## src/rtl/interrupt_acknowledge_sequencer.sv

```systemverilog
// 8259-style interrupt acknowledge sequencer: priority resolution against the ISR,
// two-pulse INTA handshake, IRR freeze/clear, EOI/AEOI handling and vector generation.
module interrupt_acknowledge_sequencer #(
  parameter int unsigned ACK_TIMEOUT = 255
) (
  input  logic       clock,
  input  logic       reset_n,
  input  logic       icw1_reset,
  input  logic [7:0] interrupt_request_register,
  input  logic [7:0] interrupt_mask,
  input  logic [4:0] vector_base,
  input  logic       auto_eoi,
  input  logic       priority_rotate,
  input  logic       eoi_nonspecific,
  input  logic       eoi_specific,
  input  logic [2:0] eoi_level,
  input  logic       inta_n,
  output logic       interrupt,
  output logic       freeze,
  output logic [7:0] clear_interrupt_request,
  output logic [7:0] in_service_register,
  output logic [7:0] vector_out,
  output logic       vector_valid,
  output logic       ack_error
);

  localparam int unsigned TW = (ACK_TIMEOUT < 2) ? 1 : $clog2(ACK_TIMEOUT);

  typedef enum logic [1:0] {IDLE, ACK1, WAIT2, ACK2} state_t;

  state_t          state_q, state_d;
  logic [2:0]      sel_q, sel_d;
  logic            spur_q, spur_d;
  logic [TW-1:0]   timer_q, timer_d;
  logic [7:0]      isr_q, isr_d;
  logic [2:0]      lowest_q, lowest_d;
  logic            freeze_q, freeze_d;
  logic            ack_error_q, ack_error_d;
  logic            inta_n_q;

  logic [3:0]      best;
  logic [3:0]      isr_top;
  logic            inta_fall;
  logic            inta_rise;

  // Returns {found, level} of the highest-priority set bit; lowest+1 ranks first.
  function automatic logic [3:0] pick_highest(input logic [7:0] req, input logic [2:0] lowest);
    logic [3:0] res;
    logic [2:0] lvl;
    res = 4'd0;
    for (int k = 7; k >= 0; k--) begin
      lvl = lowest + 3'(k) + 3'd1;
      if (req[lvl]) res = {1'b1, lvl};
    end
    return res;
  endfunction

  function automatic logic [2:0] rank_of(input logic [2:0] lvl, input logic [2:0] lowest);
    return lvl - lowest - 3'd1;
  endfunction

  assign best      = pick_highest(interrupt_request_register & ~interrupt_mask, lowest_q);
  assign isr_top   = pick_highest(isr_q, lowest_q);
  assign inta_fall = inta_n_q & ~inta_n;
  assign inta_rise = ~inta_n_q & inta_n;

  assign interrupt = reset_n && (state_q == IDLE) && best[3] &&
                     (!isr_top[3] || (rank_of(best[2:0], lowest_q) < rank_of(isr_top[2:0], lowest_q)));

  assign freeze                  = freeze_q;
  assign ack_error               = ack_error_q;
  assign in_service_register     = isr_q;
  assign vector_valid            = (state_q == ACK2);
  assign vector_out              = (state_q == ACK2) ? {vector_base, sel_q} : 8'h00;
  assign clear_interrupt_request = ((state_q == ACK1) && !spur_q) ? (8'h01 << sel_q) : 8'h00;

  always_ff @(posedge clock or negedge reset_n) begin
    if (!reset_n) begin
      state_q     <= IDLE;
      sel_q       <= 3'd0;
      spur_q      <= 1'b0;
      timer_q     <= '0;
      isr_q       <= 8'h00;
      lowest_q    <= 3'd7;
      freeze_q    <= 1'b0;
      ack_error_q <= 1'b0;
      inta_n_q    <= 1'b1;
    end else if (icw1_reset) begin
      state_q     <= IDLE;
      sel_q       <= 3'd0;
      spur_q      <= 1'b0;
      timer_q     <= '0;
      isr_q       <= 8'h00;
      lowest_q    <= 3'd7;
      freeze_q    <= 1'b0;
      ack_error_q <= 1'b0;
      inta_n_q    <= 1'b1;
    end else begin
      state_q     <= state_d;
      sel_q       <= sel_d;
      spur_q      <= spur_d;
      timer_q     <= timer_d;
      isr_q       <= isr_d;
      lowest_q    <= lowest_d;
      freeze_q    <= freeze_d;
      ack_error_q <= ack_error_d;
      inta_n_q    <= inta_n;
    end
  end

  // EOI clears first so that an ACK1 set of the same bit takes precedence.
  always_comb begin
    state_d     = state_q;
    sel_d       = sel_q;
    spur_d      = spur_q;
    timer_d     = timer_q;
    isr_d       = isr_q;
    lowest_d    = lowest_q;
    ack_error_d = 1'b0;

    if (eoi_specific) begin
      isr_d[eoi_level] = 1'b0;
      if (priority_rotate) lowest_d = eoi_level;
    end else if (eoi_nonspecific && isr_top[3]) begin
      isr_d[isr_top[2:0]] = 1'b0;
      if (priority_rotate) lowest_d = isr_top[2:0];
    end

    case (state_q)
      IDLE: begin
        if (inta_fall) begin
          state_d = ACK1;
          sel_d   = best[3] ? best[2:0] : 3'd7;
          spur_d  = ~best[3];
        end
      end
      ACK1: begin
        if (!spur_q) isr_d[sel_q] = 1'b1;
        timer_d = '0;
        state_d = WAIT2;
      end
      WAIT2: begin
        timer_d = timer_q + TW'(1);
        if (inta_fall) begin
          state_d = ACK2;
        end else if (timer_q == TW'(ACK_TIMEOUT - 1)) begin
          ack_error_d = 1'b1;
          if (!spur_q) isr_d[sel_q] = 1'b0;
          state_d = IDLE;
        end
      end
      ACK2: begin
        if (inta_rise) begin
          if (auto_eoi && !spur_q) begin
            isr_d[sel_q] = 1'b0;
            if (priority_rotate) lowest_d = sel_q;
          end
          state_d = IDLE;
        end
      end
      default: state_d = IDLE;
    endcase

    freeze_d = (state_d != IDLE);
  end

endmodule

```

## config.mk

```make
export PLATFORM = sky130hd
export DESIGN_NAME = interrupt_acknowledge_sequencer
export DESIGN_NICKNAME = d
export VERILOG_FILES = /design/src/rtl/interrupt_acknowledge_sequencer.sv
export SDC_FILE = /design/constraint.sdc
export NUM_CORES = 1
export LEC_CHECK = 0
export ABC_AREA = 1
export BUFFER_PORTS_ARGS = -buffer_cell sky130_fd_sc_hd__buf_2
export CAP_MARGIN = 10
export CORE_MARGIN = 4
export CORE_UTILIZATION = 63
export CTS_BUF_LIST = sky130_fd_sc_hd__clkbuf_2
export DETAILED_ROUTE_END_ITERATION = 8
export PLACE_DENSITY = 0.95
export SYNTH_ARGS = -nofsm -noshare
export SYNTH_HDL_FRONTEND = slang
export SYNTH_SLANG_ARGS = --single-unit
```

## constraint.sdc

```tcl
create_clock -name clock -period 7 [get_ports clock]
set_input_delay 1.4 -clock clock [delete_from_list [all_inputs] [get_ports clock]]
set_output_delay 1.4 -clock clock [all_outputs]
set_load 0.01 [all_outputs]
```

# After elaboration in Yosys (flattened, before gate mapping)
# Index checks and enable logic that the tools add are counted.
[word_totals] ff_bits=28 inputBits=32 out_inout_bits=28 elab_cells=176
[op_classes] n_addsub=19 n_lt_le_gt_ge=15 n_eq_ne=4 shift=1 muxes=96 bitwise_logic=14 reduce_logical=18
[op_table] operator="$mux 8" n=12
[op_table] operator="$mux 4" n=16
[op_table] operator="$bmux 1 s3" n=16
[op_table] operator="$lt 3x4->1 const B" n=11
[op_table] operator="$mux 3" n=13
[op_table] operator="$and 8x8->8" n=4
[op_table] operator="$not 8->8" n=4
[op_table] operator="$mux 1" n=28
[op_table] operator="$add 3x1->3 const B" n=8
[op_table] operator="$pmux 8 s3" n=1
[op_table] operator="$pmux 8 s2" n=1
[op_table] operator="$add 3x3->3 const B" n=4
[op_table] operator="$mux 2" n=5
[op_table] operator="$demux 1 s3" n=3
[op_table] operator="$ge 3x1->1 const B" n=3
[op_table] operator="$logic_and 1x1->1" n=9
[op_table] operator="$add 8x1->8 const B" n=1
[op_table] operator="$eq 8x8->1 const B" n=1
[op_table] operator="$or 8x8->8" n=1
[op_table] operator="$pmux 2 s4" n=1
[op_table] operator="$shl 1x3->8 const A" n=1
[op_table] operator="$add 3x2->3 const B" n=2
[op_table] operator="$reduce_bool 2->1" n=3
[op_table] operator="$sub 3x1->3 const B" n=2
[op_table] operator="11 further kinds" n=17

# Depth between registers and ports, before layout
[logic_depth] ltp_word=26 mapped_depth=27 ltp_nobuf=26

# Worst setup path before layout
# OpenSTA, ideal clock, no wires.
[synth_path] kind="input to output" startpoint="input port interrupt_mask[3]" endpoint="output port interrupt" arrival_ns=4.167 required_ns=5.600 path_slack_ns=1.433 path_stages=25 path_cell_list="inv_1 nand2_1 o21ai_0 nand2_1 o21ai_0 nand2_1 nand2_1 inv_2 o21ai_1 nand2_1 nand2_1 nand2_1 nand2_1 nand2_1 nand2_1 ha_1 inv_1 fa_1 xor2_1 nand3b_1 nand2_1 ha_1 a21oi_1 nand2_1 a211oi_1"
[synth_via] elab_chain_cells=17
[synth_lines] element="start: declaration" line_no="10" text="input logic [7:0] interrupt_mask,"
[synth_lines] element="$not 8->8 (*)" line_no="62" text="assign best = pick_highest(interrupt_request_register & ~interrupt_mask, lowest_q);"
[synth_lines] element="$and 8x8->8 (*)" line_no="62"
[synth_lines] element="$bmux 1 s3" line_no="53" text="if (req[lvl]) res = {1'b1, lvl};"
[synth_lines] element="$mux 1 (not written as such)" line_no="53"
[synth_lines] element="$mux 4 (7 in series)" line_no="53"
[synth_lines] element="$mux 4 (*)" line_no="53"
[synth_lines] element="$sub 3x3->3" line_no="59" text="return lvl - lowest - 3'd1;"
[synth_lines] element="$sub 3x1->3" line_no="59"
[synth_lines] element="$lt 3x3->1" line_no="68" text="(!isr_top[3] || (rank_of(best[2:0], lowest_q) < rank_of(isr_top[2:0], lowest_q)));"
[synth_lines] element="$logic_or 1x1->1" line_no="68"
[synth_lines] element="$logic_and 1x1->1 (*)" line_no="67" text="assign interrupt = reset_n && (state_q == IDLE) && best[3] &&"
[synth_lines] element="end: declaration" line_no="18" text="output logic interrupt,"
# Every way passes the cells marked *; elsewhere a longest branch is shown, timed or not. The select of a mux whose other input is x is not followed.

# Final worst setup path
[layout_path] startpoint="register lowest_q[0]" endpoint="output port interrupt"
[layout_via] elab_chain_cells=17
[layout_lines] element="start: declaration" line_no="36" text="logic [2:0] lowest_q, lowest_d;"
[layout_lines] element="start signal: assignment" line_no="104" text="lowest_q <= lowest_d;"
[layout_lines] element="$add 3x3->3" line_no="52" text="lvl = lowest + 3'(k) + 3'd1;"
[layout_lines] element="$add 3x1->3" line_no="52"
[layout_lines] element="$bmux 1 s3" line_no="53"
[layout_lines] element="$mux 1 (not written as such)" line_no="53"
[layout_lines] element="$mux 4 (8 in series)" line_no="53"
[layout_lines] element="$sub 3x3->3" line_no="59"
[layout_lines] element="$sub 3x1->3" line_no="59"
[layout_lines] element="$lt 3x3->1" line_no="68"
[layout_lines] element="$logic_or 1x1->1" line_no="68"
[layout_lines] element="$logic_and 1x1->1 (*)" line_no="67"
# Marks and branches as above.

==> flow_metrics.env <==
export IMPL_layout_min_cycle_time_ns=6.526
export IMPL_timing_final_crit_share_pct=93.23
export IMPL_grt_setup_unrepaired="no"
export IMPL_cap_violations=0
export IMPL_syn_avg_cell_area_um2=5.886
export IMPL_grt_usage_pct=29.79
export IMPL_grt_start_max_net_pins=30
export IMPL_sequential_share_of_the_synthesized_area_pct=21.37
export IMPL_yosysMostFrequentCell="sky130_fd_sc_hd__nand2_1"
export IMPL_worst_ep_required_time_ns=5.60
export IMPL_cts_num_sinks=28
export IMPL_cellLeakagePower_uw=0.002098
export IMPL_hold_start="spur_q$_DFFE_PN0P_"
export IMPL_yosys_top_cells_count="sky130_fd_sc_hd__nand2_1 (185), sky130_fd_sc_hd__inv_1 (86), sky130_fd_sc_hd__nand3_1 (56)"
export IMPL_io_pins=60
export IMPL_rr_endpoint="in_service_register[7]$_DFF_PN0_"
export IMPL_finalSetupViolations=0
export IMPL_layout_area_overhead_vs_synth_pct=11.18
export IMPL_synth_top_area_share_pct=21.03
export IMPL_vias_per_cell=5.623
export IMPL_netlist_instances=561
export IMPL_globalRoute_totalOverflow=0
export IMPL_dominant_synthesized_flop_cell="sky130_fd_sc_hd__dfrtp_1"
export IMPL_drc=0
export IMPL_criticalPathCategory="flip-flop to output port"
export IMPL_half_perimeter_wire_length_after_detailed_placement_um=7317
export IMPL_grt_antenna_before_repair=0
export IMPL_die_area_um2=6463
export IMPL_dpl_instance_area_um2=3620
export IMPL_startpoint="lowest_q[0]$_DFF_PN1_"
export IMPL_drt_pass1_iterations=6
export IMPL_hold_path_class="flip-flop to flip-flop"
export IMPL_first_global_vias=3613
export IMPL_clock_path_buffers=2
export IMPL_antenna_violating_nets_post_route=0
export IMPL_hold_buffers=0
export IMPL_yosys_top_cells_area="sky130_fd_sc_hd__nand2_1 (21%), sky130_fd_sc_hd__dfrtp_1 (18%), sky130_fd_sc_hd__inv_1 (9.8%)"
export IMPL_worstSetupEndpoint="interrupt"
export IMPL_synth_largest_area_cell="sky130_fd_sc_hd__nand2_1"
export IMPL_row_count=26
export IMPL_tritoncts="done"
export IMPL_drive_gt1_share_pct=18.37
export IMPL_synth_cell_type_count=39
export IMPL_drt_wirelength_per_cell_um=13.49
export IMPL_grt_first_pass_wirelength_um=15530
export IMPL_num_nets_final=659
export IMPL_arrival_ns=5.13
export IMPL_place_congestion=1.060
export IMPL_core_area_um2=5107
export IMPL_critPathMaxFanout=25
export IMPL_antenna_diode_count=0
export IMPL_timing_hold_violations_final=0
export IMPL_slew_headroom_pct=57.29
export IMPL_die_height_um=80.40
export IMPL_synthesis_area_um2=3302
export IMPL_timing_fmax_ghz=0.1532
export IMPL_initial_util_pct=64.65
export IMPL_reg2reg_setup_slack_ns=3.71
export IMPL_run_status="completed"
export IMPL_dr_total_vias=3852
export IMPL_clk_latency_ns=0.39
export IMPL_setup_tns_final_ns=0
export IMPL_powerDensity_nw_per_um2=211.8
export IMPL_clockRootBuffer="sky130_fd_sc_hd__clkbuf_2"
export IMPL_detailedRoute_firstIterationViolations=324
export IMPL_worst_slew_pin_slew_ns=0.6407
export IMPL_clkSlewWorstSetupHoldPaths_ns=0.30
export IMPL_clock_skew_ns=0.02067
export IMPL_number_of_synthesized_flops_with_an_enable_pin=0
export IMPL_ctsHtreeMaxLevel=1
export IMPL_async_flop_share_pct=100.0
export IMPL_worst_r2r_startpoint="lowest_q[0]$_DFF_PN1_"
export IMPL_postLayoutCellArea_um2=3671
export IMPL_cts_buffers_inserted=3
export IMPL_critical_path_endpoint_type="output port"
export IMPL_ys_warnings=0
export IMPL_cp_start_kind="flip-flop"
export IMPL_io_buffers=59
export IMPL_syn_num_nets=604
export IMPL_floorplan_die_width_um=80.40
export IMPL_synth_register_bits=28
export IMPL_worstRegToRegCells=19
export IMPL_drt_total_wl_um=9238
export IMPL_power_ir_vdd_worst_mv=0.1311
export IMPL_timing_final_max_slew_violations=0
-- cells in the final DEF (no fill, tap or decap), types with 2 or more instances in the layout --
master                     netlist  routed
sky130_fd_sc_hd__fa_1            2       2
sky130_fd_sc_hd__clkbuf_2        0       3
sky130_fd_sc_hd__o21ai_0        25      25
sky130_fd_sc_hd__nand3_1        56      56
sky130_fd_sc_hd__nor2_2          4       4
sky130_fd_sc_hd__nor3_1         13      13
sky130_fd_sc_hd__ha_1            9       8
sky130_fd_sc_hd__o21ai_1        10      10
sky130_fd_sc_hd__o211ai_1        2       2
sky130_fd_sc_hd__inv_2          10      10
sky130_fd_sc_hd__nand2_2        11      11
sky130_fd_sc_hd__nor2_1         25      25
sky130_fd_sc_hd__nand4_1         5       5
sky130_fd_sc_hd__nand2_4         4       4
sky130_fd_sc_hd__nand2_1       185     185
sky130_fd_sc_hd__o22ai_1         6       6
sky130_fd_sc_hd__nor2_4          2       2
sky130_fd_sc_hd__a211oi_1        2       2
sky130_fd_sc_hd__dfrtp_1        24      24
sky130_fd_sc_hd__inv_1          86      86
sky130_fd_sc_hd__a21oi_1        41      41
sky130_fd_sc_hd__a31oi_1         2       2
sky130_fd_sc_hd__nand3_2         5       5
sky130_fd_sc_hd__xor2_1          5       5
sky130_fd_sc_hd__buf_2           4      59
sky130_fd_sc_hd__a21oi_2         3       3
sky130_fd_sc_hd__dfstp_2         4       3
-- per-layer routing --
layer	share of wire [%]	wire, um	GRT usage (%)
met3	9.5	877	4.484
met1	41	3762	37.60
met5	0	0	0
met2	47	4302	50.41
met4	3.2	296	12.50
-- per-stage QoR --
| stage | worst slack [ns] | power (uW) | hold slack, ns | utilization, % | instances |
|---|---|---|---|---|---|
| after floorplan | 1.433 | 569.1 | 0.4952 | - | 561 |
| after global placement | 0.9342 | 658.6 | 0.5068 | 70.87 | 681 |
| after detailed placement | 0.7533 | 669.3 | 0.5214 | 70.87 | 681 |
| after CTS | 0.2801 | 770.1 | 0.5759 | 71.75 | 685 |
| after global routing | 0.03007 | 857.9 | 0.6003 | 71.88 | 685 |
| final | 0.4740 | 777.6 | 0.5790 | 71.88 | 685 |
-- power breakdown --
part / total [uW] / internal (uW) / switching (uW)
Sequential: 192 / 174 / 18.2
Combinational: 484 / 165 / 319
Clock: 102 / 49.1 / 52.5
Total: 778 / 388 / 390
-- area by class of cell --
cell class / count / area (um^2)
Tap cell: 70 / 87.58
Multi-Input combinational cell: 427 / 2166
Clock inverter: 1 / 30.03
Fill cell: 447 / 1436
Clock buffer: 3 / 15.01
Sequential cell: 28 / 709.4
Timing Repair Buffer: 60 / 302.8
Inverter: 96 / 360.3
-- kinds of logic after synthesis --
kind of cell	Yosys count	synth area share (%)
AO/OA/AOI/OAI	95	15.73
adder cells (fa/ha/maj)	11	4.623
AND/OR/NAND/NOR	313	42.59
flip-flops	28	21.37
buffers and inverters	106	13.11
XOR/XNOR	8	2.577
-- worst min path at each step --
stage / endpoint / slack (ns) / cells past startpoint
after floorplan: spur_q$_DFFE_PN0P_ / 0.50 / 1
after global placement: spur_q$_DFFE_PN0P_ / 0.51 / 1
after detailed placement: spur_q$_DFFE_PN0P_ / 0.52 / 1
after CTS: spur_q$_DFFE_PN0P_ / 0.58 / 1
after global routing: spur_q$_DFFE_PN0P_ / 0.60 / 1
final: spur_q$_DFFE_PN0P_ / 0.58 / 1
-- repair_timing --
action | in CTS | in global routing
resized for setup | 0 | 2
endpoints found under the hold margin | 0 | 0
endpoints found under the setup margin | 0 | 1
buffers inserted | 0 | 0
-- flip-flops by register name, indices dropped and copies added (netlist names) --
| signal | count |
|---|---|
| state_q | 2 |
| freeze | 1 |
| timer_q | 8 |
| spur_q | 1 |
| lowest_q | 3 |
| ack_error | 1 |
| inta_n_q | 1 |
| in_service_register | 8 |
| sel_q | 3 |
-- critical path, cell delays in order (launching register included) --
cell	delay, ns
sky130_fd_sc_hd__dfstp_4	0.82
sky130_fd_sc_hd__inv_2	0.24
sky130_fd_sc_hd__ha_2	0.56
sky130_fd_sc_hd__inv_2	0.18
sky130_fd_sc_hd__o21ai_0	0.26
sky130_fd_sc_hd__nand2_1	0.11
sky130_fd_sc_hd__nand2_1	0.14
sky130_fd_sc_hd__inv_2	0.05
sky130_fd_sc_hd__o21ai_1	0.12
sky130_fd_sc_hd__nand2_1	0.06
sky130_fd_sc_hd__nand2_1	0.06
sky130_fd_sc_hd__nand2_1	0.04
sky130_fd_sc_hd__nand2_1	0.05
sky130_fd_sc_hd__nand2_1	0.05
sky130_fd_sc_hd__nand2_1	0.11
sky130_fd_sc_hd__ha_1	0.16
sky130_fd_sc_hd__inv_1	0.05
sky130_fd_sc_hd__fa_1	0.37
sky130_fd_sc_hd__xor2_1	0.18
sky130_fd_sc_hd__nand3b_1	0.14
sky130_fd_sc_hd__nand2_1	0.06
sky130_fd_sc_hd__ha_1	0.30
sky130_fd_sc_hd__a21oi_1	0.15
sky130_fd_sc_hd__nand2_1	0.06
sky130_fd_sc_hd__a211oi_1	0.25
sky130_fd_sc_hd__buf_2	0.18
Power figures use the tool's default switching activity.
